## src/rtl/fetch_pkg.sv

```systemverilog
// Shared fetch-side constants and the queue entry layout.
package fetch_pkg;

    localparam logic [31:0] PC_RESET = 32'h0000_3000;
    localparam logic [31:0] PC_LO    = 32'h0000_3000;
    localparam logic [31:0] PC_HI    = 32'h0000_6FFC;
    localparam logic [31:0] NOP      = 32'h0000_0000;

    typedef struct packed {
        logic [31:0] pc;
        logic [31:0] instr;
        logic        adel;
    } fq_entry_t;

endpackage

```

## src/rtl/pc_addr_check.sv

```systemverilog
// Fetch/load address legality: word aligned and inside [PC_LO, PC_HI].
module pc_addr_check #(
    parameter logic [31:0] PC_LO = fetch_pkg::PC_LO,
    parameter logic [31:0] PC_HI = fetch_pkg::PC_HI
) (
    input  logic [31:0] pc,
    output logic        adel
);
    import fetch_pkg::*;

    assign adel = (pc[1:0] != 2'b00) || (pc < PC_LO) || (pc > PC_HI);

endmodule

```

## src/rtl/fetch_queue.sv

```systemverilog
// Instruction prefetch queue between the PC register and decode.
// push_ready gates the PC enable; flush drops all wrong-path entries.
module fetch_queue #(
    parameter int          DEPTH = 4,
    parameter logic [31:0] PC_LO = fetch_pkg::PC_LO,
    parameter logic [31:0] PC_HI = fetch_pkg::PC_HI,
    localparam int         PW    = $clog2(DEPTH),
    localparam int         CW    = $clog2(DEPTH + 1)
) (
    input  logic          clk,
    input  logic          reset,
    input  logic          push_valid,
    input  logic [31:0]   push_pc,
    input  logic [31:0]   push_instr,
    output logic          push_ready,
    output logic          pop_valid,
    output logic [31:0]   pop_pc,
    output logic [31:0]   pop_instr,
    output logic          pop_adel,
    input  logic          pop_ready,
    input  logic          flush,
    output logic [CW-1:0] count
);
    import fetch_pkg::*;

    localparam logic [CW-1:0] FULL = CW'(DEPTH);

    logic [PW-1:0] wr_ptr, rd_ptr;
    fq_entry_t     mem [DEPTH];
    fq_entry_t     head;
    logic          push_adel;
    logic          do_push, do_pop;

    pc_addr_check #(.PC_LO(PC_LO), .PC_HI(PC_HI)) u_chk (
        .pc   (push_pc),
        .adel (push_adel)
    );

    assign push_ready = (count != FULL);
    assign pop_valid  = (count != '0);
    assign do_push    = push_valid && push_ready && !flush;
    assign do_pop     = pop_valid && pop_ready && !flush;

    // Storage is deliberately left unreset; count gates every read.
    always_ff @(posedge clk) begin
        if (do_push) begin
            mem[wr_ptr].pc    <= push_pc;
            mem[wr_ptr].instr <= push_adel ? NOP : push_instr;
            mem[wr_ptr].adel  <= push_adel;
        end
    end

    always_ff @(posedge clk or posedge reset) begin
        if (reset) begin
            wr_ptr <= '0;
            rd_ptr <= '0;
            count  <= '0;
        end else if (flush) begin
            wr_ptr <= '0;
            rd_ptr <= '0;
            count  <= '0;
        end else begin
            if (do_push) wr_ptr <= wr_ptr + 1'b1;
            if (do_pop)  rd_ptr <= rd_ptr + 1'b1;
            case ({do_push, do_pop})
                2'b10:   count <= count + 1'b1;
                2'b01:   count <= count - 1'b1;
                default: count <= count;
            endcase
        end
    end

    assign head      = mem[rd_ptr];
    assign pop_pc    = pop_valid ? head.pc    : '0;
    assign pop_instr = pop_valid ? head.instr : '0;
    assign pop_adel  = pop_valid ? head.adel  : 1'b0;

endmodule

```

## config.mk

```make
export PLATFORM = sky130hd
export DESIGN_NAME = fetch_queue
export DESIGN_NICKNAME = d
export VERILOG_FILES = /design/src/rtl/fetch_pkg.sv /design/src/rtl/pc_addr_check.sv /design/src/rtl/fetch_queue.sv
export SDC_FILE = /design/constraint.sdc
export NUM_CORES = 1
export LEC_CHECK = 0
export ABC_AREA = 1
export CAP_MARGIN = 20
export CORE_MARGIN = 5
export CORE_UTILIZATION = 26
export CTS_BUF_LIST = sky130_fd_sc_hd__clkbuf_4 sky130_fd_sc_hd__clkbuf_8 sky130_fd_sc_hd__clkbuf_16
export DETAILED_ROUTE_END_ITERATION = 10
export PLACE_DENSITY_LB_ADDON = 0.15
export SYNTH_ARGS = -nofsm -noshare
export SYNTH_HDL_FRONTEND = slang
export SYNTH_SLANG_ARGS = --single-unit
```

## constraint.sdc

```tcl
create_clock -name clk -period 5.3 [get_ports clk]
set_input_delay 0.53 -clock clk [delete_from_list [all_inputs] [get_ports clk]]
set_output_delay 0.53 -clock clk [all_outputs]
set_load 0.005 [all_outputs]
```

==> metrics.md, run 1 <==
| Metric | Value |
|---|---|
| Status | finished, final reports clean |
| Worst hold path type | primary input to asynchronous set/reset pin |
| Post-synthesis cell type count | 27 |
| Fin nets | approximately 1100 |
| Vias in the first global route | just over 7000 |
| Kind of critical path | flip-flop to primary output |
| Final ANT Viol Nets | 0 |
| CTS root buffer | clkbuf_16 |
| Antenna cells | 0 |
| CP cell instances | buf_4 -> nor2_1 -> nor2_1 -> o21ai_0 -> a21oi_1 -> clkdlybuf4s50_1 |
| CTS tree | built |
| Die X | 215 um |
| Total nets after synthesis | 986 |
| Initial antenna violation count | 0 |
| Dpl hpwl | approximately 16000 um |
| Max Freq | 0.250 GHz |
| Register area share after synthesis | 0.729 |
| Std-Cell Rows | between 70 and 80 |
| Worst Path Max Fanout | 84 |
| Fill cell count | 4239 |
| Pwr/cell area | 445 nW/um^2 |
| Total I/O pin count | between 100 and 150 |
| FFs w/ async S/R, synth | 0.0262 |
| Max_slew headroom | 0.355 |
| Share of cells above drive strength 1 | 0.0960 |
| Synth Warn # | 0 |
| VDD IR max | roughly 0.00023 V |
| Avg WL per Cell | 17.4 um |
| Vias/cell | ~4.3 |
| Hold Fails Final Rpt | 0 |
| RSZ-0062 raised after global routing | no |
| Cell family with most CP delay | buffers and inverters |
| Area of the multi-input gates | 2530 sq um |
| Crit start category | flip-flop |
| Vias | slightly below 7000 |
| Clock latency on the worst-skew pair | between 0.5 and 0.6 ns |
| Worst setup EP type | primary output |
| First-pass GRT wire length | between 40000 and 50000 um |
| Area leader, netlist | edfxtp_1 |
| Register area | about 8000 sq um |
| Setup bufs post-CTS | 0 |
| Most frequent cells after synthesis | 275 x nor2_1, 260 x edfxtp_1, 124 x o21ai_0 |
| Slew Viols, Final | 0 |
| Area growth, synth to finish | 25.8% |
| Fin Clk Skew | 0.00926 ns |
| Final setup viols | 0 |
| Synth Register Bits | 267 |
| Synth Cell Area | ~11000 sq um |
| PortBufs | approximately 140 |
| Post-Route WL | about 28000 um |
| Slowest CP cell | dfrtp_4 |
| Die span in y | approximately 220 um |
| CTS buffer count | 30 |
| Syn Inst Count | ~910 |
| Share of the synthesized area in the top cell type | 0.713 |
| Maxcap violations | 0 |
| CP arrival | approximately 3.5 ns |
| Core ar. | between 40000 and 50000 sq um |
| Synth area leaders | edfxtp_1 71%, nor2_1 9.4%, o21ai_0 5.7% |
| GPL Wtd Cong | between 0.6 and 0.7 |
| Initial Util | 0.262 |
| Total gr overflow | 0 |
| Buffer and inverter count on the worst path | 2 |
| Most used cell, CP | nor2_1 |
| CTS clk-pin slew, worst paths | about 0.060 ns |
| Hold-fix buffer count after cts | 0 |
| Min Hold Slack | between 0.2 and 0.25 ns |
| Lkg Pwr | ~4.6 nW |
| GRT Resource Usage Total | 0.118 |
| Die Area | ~46000 sq um |
| Post_cts resized | 0 |
| Number of H-tree levels | 1 |
| Final Cycle Share | 0.754 |
| Clock Sinks | ~270 |
| Iteration-0 DRC Markers | around 320 |
| Final TNS setup | 0 ns |
| CP peak stage delay | 0.79 ns |
| Count leader, synth | nor2_1 |
| Actual slew at the worst max-slew pin | slightly below 1 ns |
| TritonRoute pass-1 iters | 4 |
| Largest net degree at the start of global routing | about 100 |
| Avg Cell Area, Syn | roughly 12 sq um |
| Crit path time final | ~4 ns |
| Worst Path Required | between 4 and 5 ns |
| Post-synth EDFFs | 260 |
| Most used flip-flop cell after synthesis | edfxtp_1 |
| Drc violations | 0 |
| CTS Buffer Depth | 3 |
==> metal layers <==
| layer | wire length (um) | global-route usage |
|---|---|---|
| met2 | 13700 | 0.203 |
| met5 | 0 | 0 |
| met3 | 780 | 0.0189 |
| met1 | 12800 | 0.157 |
| met4 | 603 | 0.0284 |
==> cells in the final DEF (no fill, tap or decap) <==
master           Yosys  layout
a21oi_1             69      69
buf_4               10      13
bufinv_16            0       1
clkbuf_16            0      31
clkbuf_4             0       8
clkdlybuf4s50_1      0     138
clkinv_1             0       7
clkinv_2             0       6
clkinvlp_4           0       1
dfrtp_1              7       5
dfrtp_4              0       2
edfxtp_1           260     260
fa_1                 1       1
ha_1                 4       4
inv_1               44      43
inv_4                0       1
nand2_1             19      19
nand2_2              1       1
nand3_1              5       5
nand3b_1             1       1
nand4_4              0       1
nor2_1             275     271
nor2_2              29      29
nor2_4               1       5
nor3_2               1       1
nor4_2               1       1
nor4_4               1       1
o21ai_0            124     124
o21ai_1             12      12
xnor2_1              1       1
==> flip-flops by register name (all words and copies together), names as in the netlist <==
name    cells
mem       260
rd_ptr      2
wr_ptr      2
count       3
==> worst paths after layout <==
path | slack [ns] | depth (start not counted) | end | startpoint
max | 1.30 | 6 | pop_pc[1] | rd_ptr[0]$_DFFE_PP0P_
min | 0.24 | 2 | wr_ptr[0]$_DFFE_PP0P_ | reset
max in group asynchronous | 4.79 | 2 | rd_ptr[1]$_DFFE_PP0P_ | reset
min in group clk | 0.58 | 1 | count[0]$_DFFE_PP0P_ | count[0]$_DFFE_PP0P_
max reg2reg | 2.88 | 5 | mem[1][1]$_DFFE_PP_ | count[0]$_DFFE_PP0P_
min reg2reg | 0.58 | 1 | count[0]$_DFFE_PP0P_ | count[0]$_DFFE_PP0P_
==> kinds of logic (layout without fill, tap and decap cells) <==
logic type	Yosys count	count (layout)	share of synthesized area
AOI/OAI and AO/OA	205	205	0.0937
DFF	267	267	0.729
buffers and inverters	99	249	0.0433
and+or+nand+nor	335	335	0.127
adders and majority gates	5	5	0.00640
xor gates and xnor gates	1	1	0.000800
==> report_power, final <==
group          switching (mW)  internal, mW  leakage [nW]
Clock                   0.793          1.15         0.460
Sequential             0.0701          2.43          2.38
Combinational           0.926         0.766          1.80
==> through the flow <==
stage / setup WS, ns / instances / total power [mW] / area, sq um / utilization
2_1_floorplan: 1.23 / 912 / 3.34 / 11000 / -
3_3_place_gp: 1.84 / 1549 / 4.30 / 12900 / 0.307
3_5_place_dp: 1.84 / 1549 / 4.30 / 12900 / 0.307
4_1_cts: 1.24 / 1601 / 6.28 / 13800 / 0.329
5_1_grt: 1.02 / 1601 / 6.50 / 13800 / 0.329
6_report: 1.30 / 1601 / 6.13 / 13800 / 0.329
==> final cells by class <==
cell class / instances / share of cell area
repair buffers: 151 / 0.107
multi-input cells: 546 / 0.184
well taps: 539 / 0.0490
inverters: 46 / 0.0129
clock inverters: 13 / 0.00609
flip-flops and latches: 267 / 0.580
clock buffers: 39 / 0.0607
(Power assumes the default switching activity.)
==> inputs of run 2 (changes only) <==
- clock period: 5.3 -> 3.52 ns (I/O delays scaled with it)
==> run 2 against run 1 <==
Compared with the run above: hold slack lost 0.19 ns; global-route usage grew 0.65 points; largest cell class unchanged; largest power group unchanged; cell area grew 1.6%; highest routed layer is now met5; die area is the same.
==> metrics.md, run 2 (synthesized netlist as in run 1, its figures left out) <==
| Metric | Value |
|---|---|
| Status | finished, final reports clean (unchanged) |
| Most common cell after layout, fill and taps aside | nor2_1 (unchanged) |
| Vias/cell | 4.36 (was 4.33) |
| Largest register FFs | 260 (unchanged) |
| CP cell instances | clkinv_2 -> buf_4 -> nor2_1 -> o21ai_0 -> a21oi_1 -> clkdlybuf4s50_1 (was buf_4 -> nor2_1 -> nor2_1 -> o21ai_0 -> a21oi_1 -> clkdlybuf4s50_1) |
| Pwr/cell area | 688 nW/um^2 (was 445 nW/um^2) |
| CTS Buffer Depth | 3 (unchanged) |
| Iteration-0 DRC Markers | 347 (was 315) |
| Max_slew headroom | 0.542 (was 0.355) |
| Avg WL per Cell | 18.2 um (was 17.4 um) |
| Dpl hpwl | 16300 um (was 15900 um) |
| Initial antenna violation count | 1 (was 0) |
| CTS clk-pin slew, worst paths | 0.06 ns (about the same) |
| Post-Route WL | 29400 um (was 27900 um) |
| First-pass GRT wire length | 45000 um (was 43300 um) |
| Die Area | 46300 sq um (unchanged) |
| WL met1 | 13500 um (was 12800 um) |
| Total gr overflow | 0 (unchanged) |
| GPL Wtd Cong | 0.679 (was 0.691) |
| Placed cell count | 1557 (was 1549) |
| GRT Resource Usage Total | 0.125 (was 0.118) |
| CP arrival | 2.92 ns (was 3.47 ns) |
| Fin Clk Skew | 0.00471 ns (was 0.00926 ns) |
| Final Cycle Share | 0.929 |
| Final setup viols | 0 (unchanged) |
| WL met3 | 1300 um (was 780 um) |
| Crit start category | flip-flop (unchanged) |
| Slowest CP cell | dfrtp_4 (unchanged) |
| Post_cts resized | 0 (unchanged) |
| Lkg Pwr | 4.76 nW (was 4.64 nW) |
| Uppermost layer routed | met5 (was met4) |
| Largest net degree at the start of global routing | 72 (was 101) |
| PortBufs | 138 (unchanged) |
| CTS tree | built (unchanged) |
| Cell family with most CP delay | buffers and inverters (unchanged) |
| Final ANT Viol Nets | 0 (unchanged) |
| Vias | 7037 (was 6928) |
| Overall Power | 9.63 mW (was 6.13 mW) |
| Drc violations | 0 (unchanged) |
| Top reg by flops | mem (unchanged) |
| Worst setup EP type | primary output (unchanged) |
| Slew Viols, Final | 0 (unchanged) |
| Clock Sinks | 267 (unchanged) |
| Clock latency on the worst-skew pair | 0.55 ns (was 0.54 ns) |
| CTS root buffer | clkbuf_16 (unchanged) |
| RSZ-0062 raised after global routing | no (unchanged) |
| Vias in the first global route | 7367 (was 7171) |
| Met2 wire length | 14200 um (was 13700 um) |
| Crit path time final | 3.27 ns |
| Share of cells above drive strength 1 | 0.110 (was 0.0960) |
| CP peak stage delay | 0.72 ns (was 0.79 ns) |
| Area growth, synth to finish | 27.8% (was 25.8%) |
| TritonRoute pass-1 iters | 4 (unchanged) |
| Maxcap violations | 0 (unchanged) |
| Hold Fails Final Rpt | 0 (unchanged) |
| Core ar. | 41900 sq um (unchanged) |
| Total I/O pin count | 139 (unchanged) |
| Final Non-Filler Cells | 1615 (was 1601) |
| Number of H-tree levels | 1 (unchanged) |
| Antenna cells | 0 (unchanged) |
| Std-Cell Rows | 75 (unchanged) |
| Actual slew at the worst max-slew pin | 0.687 ns (was 0.967 ns) |
| Buffer and inverter count on the worst path | 3 (was 2) |
| Biggest regs | mem (260), count (3) (unchanged) |
| Max Freq | between 0.3 and 0.4 GHz |
| Highest-count cells in the layout ignoring fill and taps | 271 x nor2_1, 260 x edfxtp_1, 138 x clkdlybuf4s50_1 (unchanged) |
| Die X | 215 um (unchanged) |
| CTS buffer count | 31 (was 30) |
| Worst Path Required | 3.17 ns (was 4.77 ns) |
| Fin nets | 1126 (was 1116) |
| Kind of critical path | flip-flop to primary output (unchanged) |
| Die span in y | 215 um (unchanged) |
| Worst Path Max Fanout | 44 (was 84) |
| VDD IR max | 0.000335 V (was 0.000228 V) |
| Worst hold path type | primary input to asynchronous set/reset pin (unchanged) |
| Initial Util | 0.262 (unchanged) |
## run 2: cell types whose count changed in the layout (fill, tap and decap cells not counted), sizes merged
cell / change
bufinv: +3
buf: +9
clkinv: +5
clkbuf: -3
## run 2: worst paths after layout
kind / startpoint / endpoint / slack, ns / cells after the start
worst max register to register: count[0]$_DFFE_PP0P_ / mem[1][62]$_DFFE_PP_ / 1.35 / 5
min in group clk: push_pc[3] / mem[2][36]$_DFFE_PP_ / 0.44 / 1
worst min register to register: count[0]$_DFFE_PP0P_ / count[0]$_DFFE_PP0P_ / 0.57 / 1
worst min-delay path: reset / count[0]$_DFFE_PP0P_ / 0.06 / 2
max in group asynchronous: reset / rd_ptr[0]$_DFFE_PP0P_ / 3.20 / 2
worst max-delay path: rd_ptr[1]$_DFFE_PP0P_ / pop_instr[12] / 0.25 / 6
## run 2: per-stage QoR
stage	hold WS [ns]	util	TNS [ns]	setup slack [ns]	instance area, sq um
6_report	0.0552	0.335	0	0.249	14000
5_1_grt	0.0535	0.335	0	0.0499	14000
4_1_cts	0.0258	0.334	0	0.0872	14000
3_5_place_dp	0.568	0.310	0	0.708	13000
3_3_place_gp	0.569	0.310	0	0.701	13000
2_1_floorplan	0.155	-	-126.40	-0.486	11000
## run 2: layout make-up
class	instances	area, sq um
Inverter	46	178
Fill cell	4151	27900
Multi-Input combinational cell	546	2530
Clock buffer	36	813
Tap cell	539	674
Clock inverter	21	201
Timing Repair Buffer	160	1610
Sequential cell	267	7990
## run 2: per-layer routing
layer / global-route usage / vias up
met5: 0 / -
met4: 0.0273 / 2
met3: 0.0234 / 26
met2: 0.216 / 131
met1: 0.163 / 3434
li1: - / 3444
## run 2: what timing repair did
action / in CTS / in global routing
hold endpoints to repair: 0 / 0
setup endpoints to repair: 0 / 3
setup buffers: 0 / 1
hold buffers: 0 / 0
## run 2: power by group
group	switching (mW)	internal (mW)	leakage [nW]	total, mW
Sequential	0.114	3.65	2.38	3.77
Combinational	1.46	1.22	1.87	2.67
Clock	1.25	1.93	0.513	3.18
==> edit 1: new RTL, flow settings as in run 2 <==
Put one more register stage on the output `count`. The value now appears one clock later. The other outputs are not delayed to match.
--- a/src/rtl/fetch_queue.sv
+++ b/src/rtl/fetch_queue.sv
@@ -27,2 +27,4 @@
 
+    logic [CW-1:0] count_s0;
+
     logic [PW-1:0] wr_ptr, rd_ptr;
@@ -38,4 +40,4 @@
 
-    assign push_ready = (count != FULL);
-    assign pop_valid  = (count != '0);
+    assign push_ready = (count_s0 != FULL);
+    assign pop_valid  = (count_s0 != '0);
     assign do_push    = push_valid && push_ready && !flush;
@@ -56,3 +58,3 @@
             rd_ptr <= '0;
-            count  <= '0;
+            count_s0 <= '0;
         end else if (flush) begin
@@ -60,3 +62,3 @@
             rd_ptr <= '0;
-            count  <= '0;
+            count_s0 <= '0;
         end else begin
@@ -65,5 +67,5 @@
             case ({do_push, do_pop})
-                2'b10:   count <= count + 1'b1;
-                2'b01:   count <= count - 1'b1;
-                default: count <= count;
+                2'b10:   count_s0 <= count_s0 + 1'b1;
+                2'b01:   count_s0 <= count_s0 - 1'b1;
+                default: count_s0 <= count_s0;
             endcase
@@ -77,2 +79,6 @@
 
+    always_ff @(posedge clk) begin
+        count <= count_s0;
+    end
+
 endmodule
Check against the original RTL: not equivalent (Yosys sat finds a counterexample within 4 cycles, from zero or initial values and one cycle with reset high).
==> edit 1 against run 2 <==
- power is 2.2% lower
- largest power group unchanged
- worst setup slack better by 0.014 ns
- hold slack better by 0.010 ns
- synthesized cell count is 0.33% higher
- synthesized area is 0.64% higher
- final cell count is 0.12% lower
- non-clock buffer count stayed put
- design area hardly changed
- sequential cell count is 3 higher
- wire length is 0.55% lower
- maximum frequency is 0.42% higher
- critical path depth is 1 lower
- core utilization is 0.093 points lower
==> edit 1: results <==
set metrics [dict create \
    r2r-start "count_s0[0]$_DFFE_PP0P_" \
    synth_nets 989 \
    synth.top_cells.by_count "nor2_1, edfxtp_1, o21ai_0, a21oi_1, inv_1" \
    arrival_ns 2.91 \
    seq_area_frac_synth 0.730 \
    fmaxAchievable_ghz 0.307 \
    drive_above_1_share 0.105 \
    leakagePower_nw 4.73 \
    drt_iter0_drc 246 \
    cp-startpoint "rd_ptr[0]$_DFFE_PP0P_" \
    grt_pass1_wl_mm 44.6 \
    nets 1128 \
    numCtsBuffers 30 \
    slew_headroom 0.591 \
    routed.top_layer "met4" \
    synth.distinct_cells 28 \
    status "finished, final reports clean" \
    skew_ns 0.0139 \
    reg2reg_slack_ns 1.39 \
    crit_path_end "pop_instr[31]" \
    grt_use_total 0.123 \
    crit-reg2reg-capture "mem[1][49]$_DFFE_PP_" \
    gp_congestion 0.715 \
    crit_fanout 36 \
    route.layer.met1.wl_mm 13.5 \
    antenna_found_initial 0 \
    num_vias 7069 \
    grt_pass1_vias 7241 \
]
-- edit 1: cell types whose count changed after synthesis --
| cell | before | now |
|---|---|---|
| o21ai_0 | 124 | 116 |
| o21ai_1 | 12 | 20 |
| nor2_2 | 29 | 27 |
| dfxtp_1 | 0 | 3 |
| nor2_4 | 1 | 3 |
-- edit 1: worst min path at each step --
stage                       startpoint  cells after the start  slack [ns]                 endpoint
2_1_floorplan                    reset                      1        0.16  count_s0[0]$_DFFE_PP0P_
3_3_place_gp   count_s0[2]$_DFFE_PP0P_                      0        0.46         count[2]$_DFF_P_
3_5_place_dp   count_s0[2]$_DFFE_PP0P_                      0        0.47         count[2]$_DFF_P_
4_1_cts                          reset                      2        0.05  count_s0[0]$_DFFE_PP0P_
5_1_grt                          reset                      2        0.07  count_s0[0]$_DFFE_PP0P_
6_report                         reset                      2        0.07  count_s0[2]$_DFFE_PP0P_
-- edit 1: routing by layer --
| layer | vias to the layer above | global-route usage |
|---|---|---|
| met3 | 37 | 0.0209 |
| met5 | - | 0 |
| met1 | 3467 | 0.163 |
| met2 | 122 | 0.212 |
| met4 | 0 | 0.0267 |
| li1 | 3443 | - |
-- edit 1: cell families after synthesis --
group | after synthesis | share of synthesized area
xor+xnor | 1 | 0.000795
flops | 270 | 0.730
buf+inv | 99 | 0.0430
simple gates | 335 | 0.127
fa+ha+maj | 5 | 0.00636
compound gates | 205 | 0.0931
-- edit 1: final cells by class --
class / count / area share
Clock buffer: 41 / 0.0608
Clock inverter: 11 / 0.00367
Timing Repair Buffer: 160 / 0.118
Tap cell: 539 / 0.0482
Inverter: 46 / 0.0125
Multi-Input combinational cell: 546 / 0.182
Sequential cell: 270 / 0.575
-- edit 1: through the flow --
stage	util	power (mW)	instance area (sq um)	std cells
floorplan	-	5.08	11000	915
global placement	0.312	6.71	13100	1561
detailed placement	0.312	6.71	13100	1561
CTS	0.334	9.62	14000	1613
global route	0.334	9.96	14000	1613
finish	0.334	9.41	14000	1613
-- edit 1: worst max-delay path, cell delays in order, from the launching register on --
cell	delay (ns)
dfrtp_4	0.63
inv_4	0.37
buf_4	0.35
o21ai_0	0.15
a21oi_1	0.20
clkdlybuf4s50_1	0.62
-- edit 1: report_power, final --
group	total, mW	leakage, nW	switching [mW]	internal [mW]
clock network	2.87	0.456	1.20	1.67
registers	3.79	2.40	0.0913	3.70
logic	2.75	1.88	1.50	1.25
==> edit 2: new RTL, config.mk and constraints of run 2 <==
Without the edit above. The parameter `DEPTH` goes from 4 to 2.
--- a/src/rtl/fetch_queue.sv
+++ b/src/rtl/fetch_queue.sv
@@ -3,3 +3,3 @@
 module fetch_queue #(
-    parameter int          DEPTH = 4,
+    parameter int          DEPTH = 2,
     parameter logic [31:0] PC_LO = fetch_pkg::PC_LO,
Ports: changed (resized count); port bits go from 139 to 138. The function was not compared with the original's and may differ.
==> edit 2 against run 2 <==
- synthesized area down 49%
- sequential cell count down 133
- global-route usage down 1.2 points
- design area down 44%
- critical endpoint is now pop_instr[14]
- wire length down 53%
- highest routed layer is now met4
- final cell count down 44%
- synthesized cell count down 48%
- power down 43%
- critical path type unchanged
- clock skew up 0.0019 ns
- worst setup slack better by 0.31 ns
==> edit 2: results <==
set metrics [dict create \
    status "finished, final reports clean" \
    drt_iter0_drc 137 \
    dp_hpwl_mm 8.62 \
    grt_max_degree 66 \
    yosys-top-cells-area "edfxtp_1, nand2_1, a21oi_1" \
    clock-root-buffer "clkbuf_16" \
    drt_wl_total_mm 13.7 \
    portBuffers 137 \
    synth.top_cells.by_count "nand2_1, edfxtp_1, a21oi_1, inv_1, nor2_2" \
    synth.distinct_cells 18 \
    num_vias 3784 \
    leakagePower_nw 2.89 \
    dpl_worst_slack_ns 0.956 \
    antenna_cells 0 \
    max-vdd-ir-drop_v 0.000307 \
    grt_use_total 0.113 \
    grt_pass1_vias 3871 \
    crit_fanout 46 \
    arrival_ns 2.60 \
    seq_area_frac_synth 0.716 \
    antenna_found_initial 0 \
    gp_congestion 0.720 \
    synth_edf_count 130 \
    async_reset_ff_frac 0.0299 \
    min_path_type "primary input to async pin" \
    swShare 0.279 \
    nets 684 \
    slew_headroom 0.507 \
    worst_path_largest_cell_delay_ns 0.59 \
    drive_above_1_share 0.113 \
    postCtsSetupBuffers 0 \
    numCtsBuffers 17 \
    cts_buffer_depth 2 \
    h-tree-depth 4 \
    reg_top3 "mem x130, count x2" \
    synth_nets 546 \
    skew_ns 0.00660 \
    clk_pin_slew_worst_paths_ns 0.06 \
    cp_slowest_cell "dfrtp_2" \
    clock_latency_ns 0.41 \
    ys_warn_count 0 \
    n_fill_cell 2087 \
    grt_pass1_wl_mm 21.2 \
]
## edit 2: cell types whose count changed in the layout (fill, tap and decap cells not counted), moves of 10 or more
cell,change
buf_4,-13
clkbuf_16,-14
clkinv_2,-10
edfxtp_1,-130
nand2_1,+134
nor2_1,-256
nor2_2,-11
o21ai_0,-122
o21ai_1,-12
## edit 2: power by group through the flow
stage | Sequential (mW) | Combinational, mW | Clock [mW]
final | 1.96 | 1.60 | 1.90
after global routing | 1.97 | 1.77 | 2.02
after CTS | 1.96 | 1.66 | 1.95
after detailed placement | 1.99 | 1.65 | 0
after global placement | 1.99 | 1.65 | 0
after floorplan | 1.96 | 0.669 | 0
## edit 2: area by class of cell
class	instances	area, sq um	area share
Multi-Input combinational cell	276	1290	0.163
Tap cell	275	344	0.0436
Sequential cell	134	4010	0.508
Inverter	42	158	0.0200
Clock buffer	17	425	0.0539
Clock inverter	15	210	0.0266
Timing Repair Buffer	144	1460	0.185
## edit 2: final timing paths
kind                                      startpoint                   end  slack [ns]  depth (start not counted)
worst min-delay path                           reset  count[0]$_DFFE_PP0P_        0.15                          2
worst min register to register    wr_ptr$_DFFE_PP0P_    wr_ptr$_DFFE_PP0P_        0.60                          2
worst max register to register  count[1]$_DFFE_PP0P_  count[1]$_DFFE_PP0P_        1.57                          8
worst max-delay path              rd_ptr$_DFFE_PP0P_         pop_instr[14]        0.56                          5
max in group asynchronous                      reset    rd_ptr$_DFFE_PP0P_        3.20                          2
min in group clk                          push_pc[3]  mem[0][36]$_DFFE_PP_        0.52                          1
## edit 2: per-stage QoR
step	instance area (sq um)	util	instances	hold slack [ns]
floorplan	5610	-	477	0.118
global placement	7250	0.344	871	0.562
detailed placement	7250	0.344	871	0.577
CTS	7890	0.374	903	0.124
global route	7890	0.374	903	0.156
finish	7890	0.374	903	0.147
## edit 2: kinds of logic after synthesis
| family | share of synthesized area |
|---|---|
| flip-flops | 0.716 |
| AO/OA/AOI/OAI | 0.0626 |
| buffers and inverters | 0.0579 |
| AND/OR/NAND/NOR | 0.164 |
## edit 2: worst max-delay path: cells and delay by family (launching register included)
family / cells / cell delay (ns)
buffers and inverters: 3 / 1.26
DFF: 1 / 0.59
AOI/OAI and AO/OA: 1 / 0.22
and+or+nand+nor: 1 / 0.08
## edit 2: routing by layer
metal	up-vias	track usage	share of wire
met1	1802	0.145	0.45
met3	13	0.0329	0.055
li1	1871	-	-
met4	0	0.0372	0.012
met2	98	0.184	0.49
met5	-	0	0
